--- src/rtl/vrf_read_pkg.sv ---
// Types and constants shared by the VRF read request generator and the read pipe.
package vrf_read_pkg;

    localparam int VRF_VS_W     = 5;
    localparam int VRF_OFFSET_W = 5;
    localparam int VRF_GROUP_W  = 4;
    localparam int VRF_SRC_W    = 4;
    localparam int VRF_IDX_W    = 3;

    // Depth of the read pipe's data queue; producers size their credits to it.
    localparam int READ_QUEUE_DEPTH = 4;

    typedef enum logic [1:0] {
        ST_IDLE,
        ST_ISSUE,
        ST_DRAIN
    } vrf_read_state_e;

    typedef struct packed {
        logic [VRF_VS_W-1:0]     vs;
        logic [VRF_OFFSET_W-1:0] offset;
        logic [VRF_GROUP_W-1:0]  groupIndex;
        logic [VRF_SRC_W-1:0]    readSource;
        logic [VRF_IDX_W-1:0]    instructionIndex;
    } vrf_read_req_t;

endpackage

--- src/rtl/read_credit_counter.sv ---
// Up/down credit counter for read-pipe producers: counts reads in flight,
// saturating at 0 and at MAX_COUNT.
module read_credit_counter
    import vrf_read_pkg::*;
#(
    parameter int MAX_COUNT = READ_QUEUE_DEPTH
) (
    input  logic clock,
    input  logic reset,
    input  logic inc,
    input  logic dec,
    output logic has_credit,
    output logic empty
);

    localparam int CNT_W = $clog2(MAX_COUNT + 1);
    localparam logic [CNT_W-1:0] MAX_CNT = CNT_W'(MAX_COUNT);
    localparam logic [CNT_W-1:0] ONE     = CNT_W'(1);

    logic [CNT_W-1:0] count_q, count_d;
    logic             dec_eff, inc_eff;

    always_comb begin
        dec_eff = dec & (count_q != '0);
        inc_eff = inc & ((count_q != MAX_CNT) | dec_eff);
        count_d = count_q;
        if (inc_eff & ~dec_eff) begin
            count_d = count_q + ONE;
        end else if (dec_eff & ~inc_eff) begin
            count_d = count_q - ONE;
        end
        // A return this cycle frees its slot for an issue in the same cycle.
        has_credit = (count_q != MAX_CNT) | dec_eff;
        // Emptiness after this cycle's update, so a drain can finish without a bubble.
        empty      = (count_d == '0);
    end

    always_ff @(posedge clock) begin
        if (reset) begin
            count_q <= '0;
        end else begin
            count_q <= count_d;
        end
    end

    always_ff @(posedge clock) begin
        if (!reset) begin
            no_return_underflow: assert (!(dec && (count_q == '0)));
        end
    end

endmodule

--- src/rtl/vrf_read_req_gen.sv ---
// Walks the group/offset space of one operand read command, issuing one request
// per beat into vrf_read_pipe while holding no more reads than its queue can take.
module vrf_read_req_gen
    import vrf_read_pkg::*;
#(
    parameter int VS_W            = VRF_VS_W,
    parameter int OFFSET_W        = VRF_OFFSET_W,
    parameter int GROUP_W         = VRF_GROUP_W,
    parameter int SRC_W           = VRF_SRC_W,
    parameter int IDX_W           = VRF_IDX_W,
    parameter int MAX_OUTSTANDING = READ_QUEUE_DEPTH
) (
    input  logic                clock,
    input  logic                reset,
    input  logic                cmd_valid,
    output logic                cmd_ready,
    input  logic [VS_W-1:0]     cmd_vs,
    input  logic [OFFSET_W-1:0] cmd_offsetLast,
    input  logic [GROUP_W-1:0]  cmd_groupLast,
    input  logic [SRC_W-1:0]    cmd_readSource,
    input  logic [IDX_W-1:0]    cmd_instructionIndex,
    input  logic                kill,
    output logic                req_valid,
    input  logic                req_ready,
    output logic [VS_W-1:0]     req_vs,
    output logic [OFFSET_W-1:0] req_offset,
    output logic [GROUP_W-1:0]  req_groupIndex,
    output logic [SRC_W-1:0]    req_readSource,
    output logic [IDX_W-1:0]    req_instructionIndex,
    input  logic                resp_fire,
    output logic                busy,
    output logic                done,
    output logic                aborted
);

    // Handshakes: a transfer happens on a cycle where valid & ready are both high.
    // req_valid never depends on req_ready; req_* hold steady while stalled.

    vrf_read_state_e state_q, state_d;

    logic [VS_W-1:0]     vs_q, vs_d;
    logic [OFFSET_W-1:0] offset_q, offset_d;
    logic [OFFSET_W-1:0] offset_last_q, offset_last_d;
    logic [GROUP_W-1:0]  group_q, group_d;
    logic [GROUP_W-1:0]  group_last_q, group_last_d;
    logic [SRC_W-1:0]    src_q, src_d;
    logic [IDX_W-1:0]    idx_q, idx_d;
    logic                abort_q, abort_d;
    logic                done_q, done_d;
    logic                aborted_q, aborted_d;

    logic has_credit;
    logic drained;
    logic cmd_fire;
    logic issue_en;
    logic req_fire;
    logic last_offset;
    logic last_beat;

    read_credit_counter #(
        .MAX_COUNT (MAX_OUTSTANDING)
    ) u_credit (
        .clock      (clock),
        .reset      (reset),
        .inc        (req_fire),
        .dec        (resp_fire),
        .has_credit (has_credit),
        .empty      (drained)
    );

    always_comb begin
        // The done cycle is still closing the old command, so hold off acceptance.
        cmd_ready   = (state_q == ST_IDLE) & ~done_q;
        cmd_fire    = cmd_valid & cmd_ready;
        issue_en    = (state_q == ST_ISSUE) & has_credit & ~kill;
        req_fire    = issue_en & req_ready;
        last_offset = (offset_q == offset_last_q);
        last_beat   = last_offset & (group_q == group_last_q);

        state_d       = state_q;
        vs_d          = vs_q;
        offset_d      = offset_q;
        offset_last_d = offset_last_q;
        group_d       = group_q;
        group_last_d  = group_last_q;
        src_d         = src_q;
        idx_d         = idx_q;
        abort_d       = abort_q;
        done_d        = 1'b0;
        aborted_d     = 1'b0;

        case (state_q)
            ST_IDLE: begin
                if (cmd_fire) begin
                    vs_d          = cmd_vs;
                    offset_last_d = cmd_offsetLast;
                    group_last_d  = cmd_groupLast;
                    src_d         = cmd_readSource;
                    idx_d         = cmd_instructionIndex;
                    offset_d      = '0;
                    group_d       = '0;
                    abort_d       = 1'b0;
                    state_d       = ST_ISSUE;
                end
            end
            ST_ISSUE: begin
                if (kill) begin
                    abort_d = 1'b1;
                    state_d = ST_DRAIN;
                end else if (req_fire) begin
                    if (last_beat) begin
                        offset_d = '0;
                        group_d  = '0;
                        state_d  = ST_DRAIN;
                    end else if (last_offset) begin
                        offset_d = '0;
                        group_d  = group_q + GROUP_W'(1);
                    end else begin
                        offset_d = offset_q + OFFSET_W'(1);
                    end
                end
            end
            ST_DRAIN: begin
                abort_d = abort_q | kill;
                if (drained) begin
                    done_d    = 1'b1;
                    aborted_d = abort_d;
                    state_d   = ST_IDLE;
                end
            end
            default: state_d = ST_IDLE;
        endcase
    end

    always_ff @(posedge clock) begin
        if (reset) begin
            state_q       <= ST_IDLE;
            vs_q          <= '0;
            offset_q      <= '0;
            offset_last_q <= '0;
            group_q       <= '0;
            group_last_q  <= '0;
            src_q         <= '0;
            idx_q         <= '0;
            abort_q       <= 1'b0;
            done_q        <= 1'b0;
            aborted_q     <= 1'b0;
        end else begin
            state_q       <= state_d;
            vs_q          <= vs_d;
            offset_q      <= offset_d;
            offset_last_q <= offset_last_d;
            group_q       <= group_d;
            group_last_q  <= group_last_d;
            src_q         <= src_d;
            idx_q         <= idx_d;
            abort_q       <= abort_d;
            done_q        <= done_d;
            aborted_q     <= aborted_d;
        end
    end

    assign req_valid            = issue_en;
    assign req_vs               = vs_q;
    assign req_offset           = offset_q;
    assign req_groupIndex       = group_q;
    assign req_readSource       = src_q;
    assign req_instructionIndex = idx_q;
    assign busy                 = (state_q != ST_IDLE);
    assign done                 = done_q;
    assign aborted              = aborted_q;

endmodule
--- config.mk ---
export PLATFORM = sky130hd
export DESIGN_NAME = vrf_read_req_gen
export DESIGN_NICKNAME = d
export VERILOG_FILES = /design/src/rtl/vrf_read_pkg.sv /design/src/rtl/read_credit_counter.sv /design/src/rtl/vrf_read_req_gen.sv
export SDC_FILE = /design/constraint.sdc
export NUM_CORES = 1
export LEC_CHECK = 0
export ABC_AREA = 1
export CORE_UTILIZATION = 30
export CTS_BUF_LIST = sky130_fd_sc_hd__clkbuf_8
export DETAILED_ROUTE_END_ITERATION = 8
export PLACE_DENSITY = 0.64
export SYNTH_ARGS = -nofsm -noshare
export SYNTH_HDL_FRONTEND = slang
export SYNTH_SLANG_ARGS = --single-unit
--- constraint.sdc ---
create_clock -name clock -period 1.9 [get_ports clock]
set_clock_uncertainty 0.1 [all_clocks]
set_input_delay 0.19 -clock clock [delete_from_list [all_inputs] [get_ports clock]]
set_output_delay 0.19 -clock clock [all_outputs]
set_load 0.02 [all_outputs]
==> results of run 1 <==
[stage by stage]
stage,utilization,hold WS [ns],std cells,TNS [ns]
global placement,0.446,0.352,376,0
finish,0.474,0.346,384,0
CTS,0.460,0.339,383,0
floorplan,-,0.200,242,0
detailed placement,0.446,0.357,376,-0.0721
global route,0.474,0.335,384,-0.0732
[worst register-to-register path, stage by stage (launching register included)]
cell	delay, ns
dfxtp_4	0.38
ha_4	0.14
inv_2	0.05
nor2_4	0.16
nand3_4	0.13
nand2_4	0.11
nand2_1	0.07
nand2_2	0.08
nand2_1	0.05
nor2_1	0.12
nand2_2	0.08
nand2_2	0.08
nand3_1	0.08
nand2_1	0.08
nor2_1	0.04
[cell families (layout without fill, tap and decap cells)]
group	after synthesis	count (layout)	share of synthesized area
fa+ha+maj	9	9	0.0629
buf+inv	28	98	0.0587
compound gates	38	38	0.111
simple gates	117	117	0.284
xor+xnor	12	12	0.0587
flops	38	38	0.425
[cell type report]
class / count / area share
inverter: 21 / 0.0295
sequential: 38 / 0.287
timing repair buffer: 70 / 0.248
tap: 72 / 0.0337
clock buffer: 5 / 0.0257
clock inverter: 2 / 0.00281
multi-input combinational: 176 / 0.374
[synthesized netlist by cell type, drive strengths merged]
master  count
nand3b      1
dfxtp      38
o21ai       5
a21oi      29
a211oi      2
nand3      12
xnor2       8
and3        1
nand4       1
o21a        1
nor3b       1
nand2      79
clkbuf      7
inv        21
ha          9
nor2       19
o22ai       1
nor3        3
xor2        4
[power by group through the flow]
stage / combinational [W] / clock (W) / sequential (W)
6_report: 0.00197 / 0.000518 / 0.00108
3_5_place_dp: 0.00181 / 0 / 0.00107
3_3_place_gp: 0.00180 / 0 / 0.00107
2_1_floorplan: 0.00105 / 0 / 0.00113
4_1_cts: 0.00180 / 0.000533 / 0.00106
5_1_grt: 0.00218 / 0.000579 / 0.00109
[per-layer routing]
| metal | vias up | wire length [µm] | global-route usage |
|---|---|---|---|
| li1 | 913 | - | - |
| met1 | 791 | 2050 | 0.177 |
| met2 | 42 | 1990 | 0.224 |
| met3 | 5 | 287 | 0.0552 |
| met4 | 0 | 32 | 0.0327 |
| met5 | - | 0 | 0 |
[repair_timing]
item                       4_1_cts  5_1_grt
setup endpoints to repair        5       32
pin swaps                        0        6
gates cloned                     0        0
hold buffers                     0        0
setup buffers                    0        1
gates resized for setup          4       23
[registers in the layout (all words and copies together), names as in the netlist]
signal,count
offset_last_q,5
req_offset,5
req_vs,5
group_last_q,4
req_groupIndex,4
req_readSource,4
req_instructionIndex,3
u_credit.count_q,3
state_q,2
abort_q,1
aborted,1
done,1
[path summary, 6_finish.rpt]
kind,startpoint,end,slack [ns],cells past startpoint
min,cmd_offsetLast[3],offset_last_q[3],0.35,3
max,state_q[0],state_q[1],0.06,14
max reg2reg,state_q[0],state_q[1],0.06,14
min reg2reg,req_vs[4],req_vs[4],0.36,2
==> results.json, run 1 <==
{
  "p_int_w": 0.00204,
  "pin_count": 53,
  "synth.area.top_cells": "dfxtp_1 42%, nand2_1 16%, a21oi_1 8.1%, ha_1 6.3%, inv_1 4.2%",
  "crit_family": "simple AND/OR/NAND/NOR gates",
  "clk_latency_ns": 0.29,
  "fin_crit_sh": 0.969,
  "crit_arrival_ns": 1.93,
  "power_leakage_nw": 1.10,
  "place_hpwl_um": 3110,
  "startpoint_type": "flop",
  "clockPowerShare": 0.145,
  "max_freq_ghz": 0.543,
  "die_w_um": 79.3,
  "crit_chain": "ha_4 > inv_2 > nor2_4 > nand3_4 > nand2_4 > nand2_1 > nand2_2 > nand2_1 > nor2_1 > nand2_2 > nand2_2 > nand3_1 > nand2_1 > nor2_1",
  "syn_nets": 278,
  "grt_pass1_wl_um": 6840,
  "pwr-share-seq": 0.303,
  "min_period_ns": 1.84,
  "diodes": 0,
  "final_common_cell": "nand2_1",
  "grt_remaining_overflow": 0,
  "post-synth-top-area-cell": "dfxtp_1",
  "swShare": 0.426,
  "syn_avg_cell_area_um2": 7.40,
  "regArea_um2": 767,
  "synth_area_um2": 1790,
  "final_area_um2": 2680,
  "drive_gt1_frac": 0.163,
  "crit_path_top_delay_cell": "dfxtp_4",
  "yosysWarnings": 0,
  "combPwrFrac": 0.552,
  "crit_path_end_kind": "flop",
  "ant_nets": 0,
  "layout_common_cells": "72 x nand2_1, 49 x clkdlybuf4s50_1, 35 x dfxtp_1, 28 x a21oi_1, 19 x inv_1",
  "ys_seq_area_frac": 0.425,
  "synth.distinct_cells": 26,
  "run_status": "finished, final reports clean",
  "cts_buffers": 5,
  "p_sw_w": 0.00152,
  "avgViaCountPerCell": 4.56,
  "row_count": 27,
  "finalHoldViolCount": 0,
  "multi_input_area_um2": 1000,
  "path_max_fanout": 5,
  "crit_buf_inv": 1,
  "finalMaxSlewViolations": 0,
  "place.gp.congestion": 0.767,
  "critical_path_class": "reg2reg",
  "tightest_slew_ns": 0.301,
  "die_y_um": 79.3,
  "clock_sinks": 38,
  "grt.total_usage": 0.140,
  "power_density_nw_per_um2": 1330,
  "root_buffer": "clkbuf_8",
  "first_global_vias": 1545,
  "start_util": 0.317,
  "core-area_um2": 5640,
  "cts_max_level": 2,
  "drt_iter0_markers": 80,
  "fin_nets": 348,
  "synth_seq_cells": 38,
  "cts_tree": "built",
  "setup_violations": 0,
  "wl_um": 4360,
  "hold_path.class": "in2reg",
  "relSlewSlack": 0.799,
  "slowest_delay_ns": 0.38,
  "fill_cells": 561,
  "drc": 0,
  "maxCapViolCount": 0,
  "clkTransAtPathRegs_ns": 0.07,
  "drt-pass1-iter-count": 4,
  "clockBufferDepth": 2,
  "pre_cts_ws_ns": -0.0269,
  "synthToLayoutAreaGrowth_pct": 49.5,
  "dieArea_um2": 6280,
  "ir_drop_v": 0.000528,
  "rsz0062_at_grt": "yes",
  "synthCells": 242,
  "postLayoutSetupSlackWorst_ns": 0.0581,
  "synth.top_cell.area_share": 0.425,
  "placed_cell_area_um2": 2520,
  "power_w": 0.00356,
  "io_buffer_count": 52,
  "antenna_found_initial": 0,
  "vias": 1751,
  "drt-wirelength-per-cell_um": 11.4,
  "worstPathRequired_ns": 1.99,
  "grt_max_degree": 27
}
(Power assumes the default switching activity.)
==> inputs of run 2 (changes only) <==
--- a/config.mk
+++ b/config.mk
@@ -6,10 +6,12 @@
 export NUM_CORES = 1
 export LEC_CHECK = 0
 export ABC_AREA = 1
+export CORE_ASPECT_RATIO = 0.5
 export CORE_UTILIZATION = 30
 export CTS_BUF_LIST = sky130_fd_sc_hd__clkbuf_8
 export DETAILED_ROUTE_END_ITERATION = 8
 export PLACE_DENSITY = 0.64
+export RECOVER_POWER = 100
 export SYNTH_ARGS = -nofsm -noshare
 export SYNTH_HDL_FRONTEND = slang
 export SYNTH_SLANG_ARGS = --single-unit
==> run 2 against run 1 <==
Compared with the run above: die area rose by 0.29%; critical path type unchanged; the run now ends with DRC, setup timing left; combinational power fell by 3%; fmax fell by 3.4%.
==> results.json, run 2 (synthesized netlist as in run 1, its figures left out) <==
{
  "clock_sinks": 38,
  "io_buffer_count": 52,
  "pre_cts_ws_ns": -0.0361,
  "drt-wirelength-per-cell_um": 11.6,
  "drc": 5,
  "fin_nets": 342,
  "clkTransAtPathRegs_ns": 0.08,
  "vias": 1727,
  "row_count": 19,
  "ant_nets": 0,
  "clk_latency_ns": 0.30,
  "root_buffer": "clkbuf_8",
  "fin_crit_sh": 1.00,
  "tightest_slew_ns": 0.347,
  "die_w_um": 111,
  "first_global_vias": 1592,
  "final_common_cell": "nand2_1",
  "critical_path_class": "reg2reg",
  "cts_buffers": 5,
  "drive_gt1_frac": 0.163,
  "cts_tree": "built",
  "crit_path_end_kind": "flop",
  "grt_pass1_wl_um": 6990,
  "power_leakage_nw": 1.13,
  "hold_path.class": "in2reg",
  "finalHoldViolCount": 0,
  "core-area_um2": 5610,
  "grt_remaining_overflow": 0,
  "clockBufferDepth": 2,
  "antenna_found_initial": 0,
  "drt_iter0_markers": 64,
  "startpoint_type": "flop",
  "relSlewSlack": 0.768,
  "whs_ns": 0.337,
  "violations": "DRC, setup timing",
  "power_density_nw_per_um2": 1420,
  "place_hpwl_um": 3160,
  "worstPathRequired_ns": 1.99,
  "maxCapViolCount": 0,
  "setup_violations": 1,
  "diodes": 0,
  "cts_max_level": 2,
  "grt.total_usage": 0.140,
  "path_max_fanout": 4,
  "dieArea_um2": 6300,
  "fin_util": 0.481,
  "drt-pass1-iter-count": 6,
  "grt_max_degree": 24,
  "postLayoutSetupSlackWorst_ns": -0.00688,
  "placed_cells": 370,
  "wl_um": 4400,
  "rsz0062_at_grt": "yes",
  "max_freq_ghz": 0.524,
  "fin_setup_tns_ns": -0.00688,
  "layout_common_cells": "74 x nand2_1, 36 x clkdlybuf4s50_1, 34 x dfxtp_1, 29 x a21oi_1, 15 x inv_1",
  "ir_drop_v": 0.000430,
  "start_util": 0.319,
  "pin_count": 53,
  "finalMaxSlewViolations": 0,
  "die_y_um": 56.6,
  "run_status": "complete, but fails checks",
  "place.gp.congestion": 0.830,
  "synthToLayoutAreaGrowth_pct": 50.7,
  "layoutNonFillerInstCount": 380,
  "crit_arrival_ns": 2.00,
  "avgViaCountPerCell": 4.54,
  "min_period_ns": 1.91,
  "fill_cells": 567
}
-- run 2: cell count changes in the layout (fill, tap and decap cells not counted), sizes merged --
cell,before,now
clkdlybuf4s50,49,36
dlygate4sd3,0,13
buf,18,12
bufinv,0,2
inv,23,21
clkinv,0,1
-- run 2: area by class of cell --
| type | count | area (µm²) | area share |
|---|---|---|---|
| clock buffers | 5 | 68.8 | 0.0255 |
| inverters | 21 | 81.3 | 0.0301 |
| repair buffers | 64 | 611 | 0.226 |
| well taps | 73 | 91.3 | 0.0339 |
| flip-flops and latches | 38 | 768 | 0.285 |
| multi-input cells | 176 | 1010 | 0.374 |
| clock inverters | 3 | 68.8 | 0.0255 |
-- run 2: final timing paths --
kind | from | endpoint | slack (ns) | depth (start not counted)
worst max-delay path | state_q[1] | state_q[0] | -0.007 | 13
worst min register to register | req_vs[0] | req_vs[0] | 0.37 | 2
worst min-delay path | cmd_vs[4] | req_vs[4] | 0.34 | 3
worst max register to register | state_q[1] | state_q[0] | -0.007 | 13
-- run 2: power by group --
group,switching [W],leakage [nW],internal (W)
Sequential,0.000127,0.312,0.000964
Combinational,0.00112,0.753,0.000793
Clock,0.000313,0.0683,0.000526
Total,0.00155,1.13,0.00228
-- run 2: through the flow --
step	instance area (µm²)	power, W
final	2700	0.00384
after floorplan	1790	0.00218
after CTS	2590	0.00360
after global placement	2450	0.00274
after global routing	2700	0.00411
after detailed placement	2450	0.00278
-- run 2: layer usage --
| metal | GRT usage | vias up | routed length (µm) |
|---|---|---|---|
| li1 | - | 898 | - |
| met1 | 0.175 | 795 | 2140 |
| met4 | 0.0521 | 0 | 48 |
| met2 | 0.238 | 29 | 2070 |
| met3 | 0.0313 | 5 | 135 |
| met5 | 0 | - | 0 |
-- run 2: what timing repair did --
action	in CTS	in global routing
hold buffers	0	0
setup endpoints to repair	4	33
resized for setup	4	28
buffers inserted	0	2
hold endpoints to repair	0	0
pin swaps	0	11
-- run 2: critical path, stage by stage, from the launching register on --
cell and delay [ns]:
dfxtp_4 0.37, inv_4 0.06, ha_4 0.13, inv_2 0.04, nor2_4 0.14, nand4_1 0.23
nand3_1 0.18, nand2_1 0.07, nor2_1 0.13, nand2_2 0.10, nand2_4 0.09, nand3_1 0.06
nand2_1 0.07, nor2_1 0.04
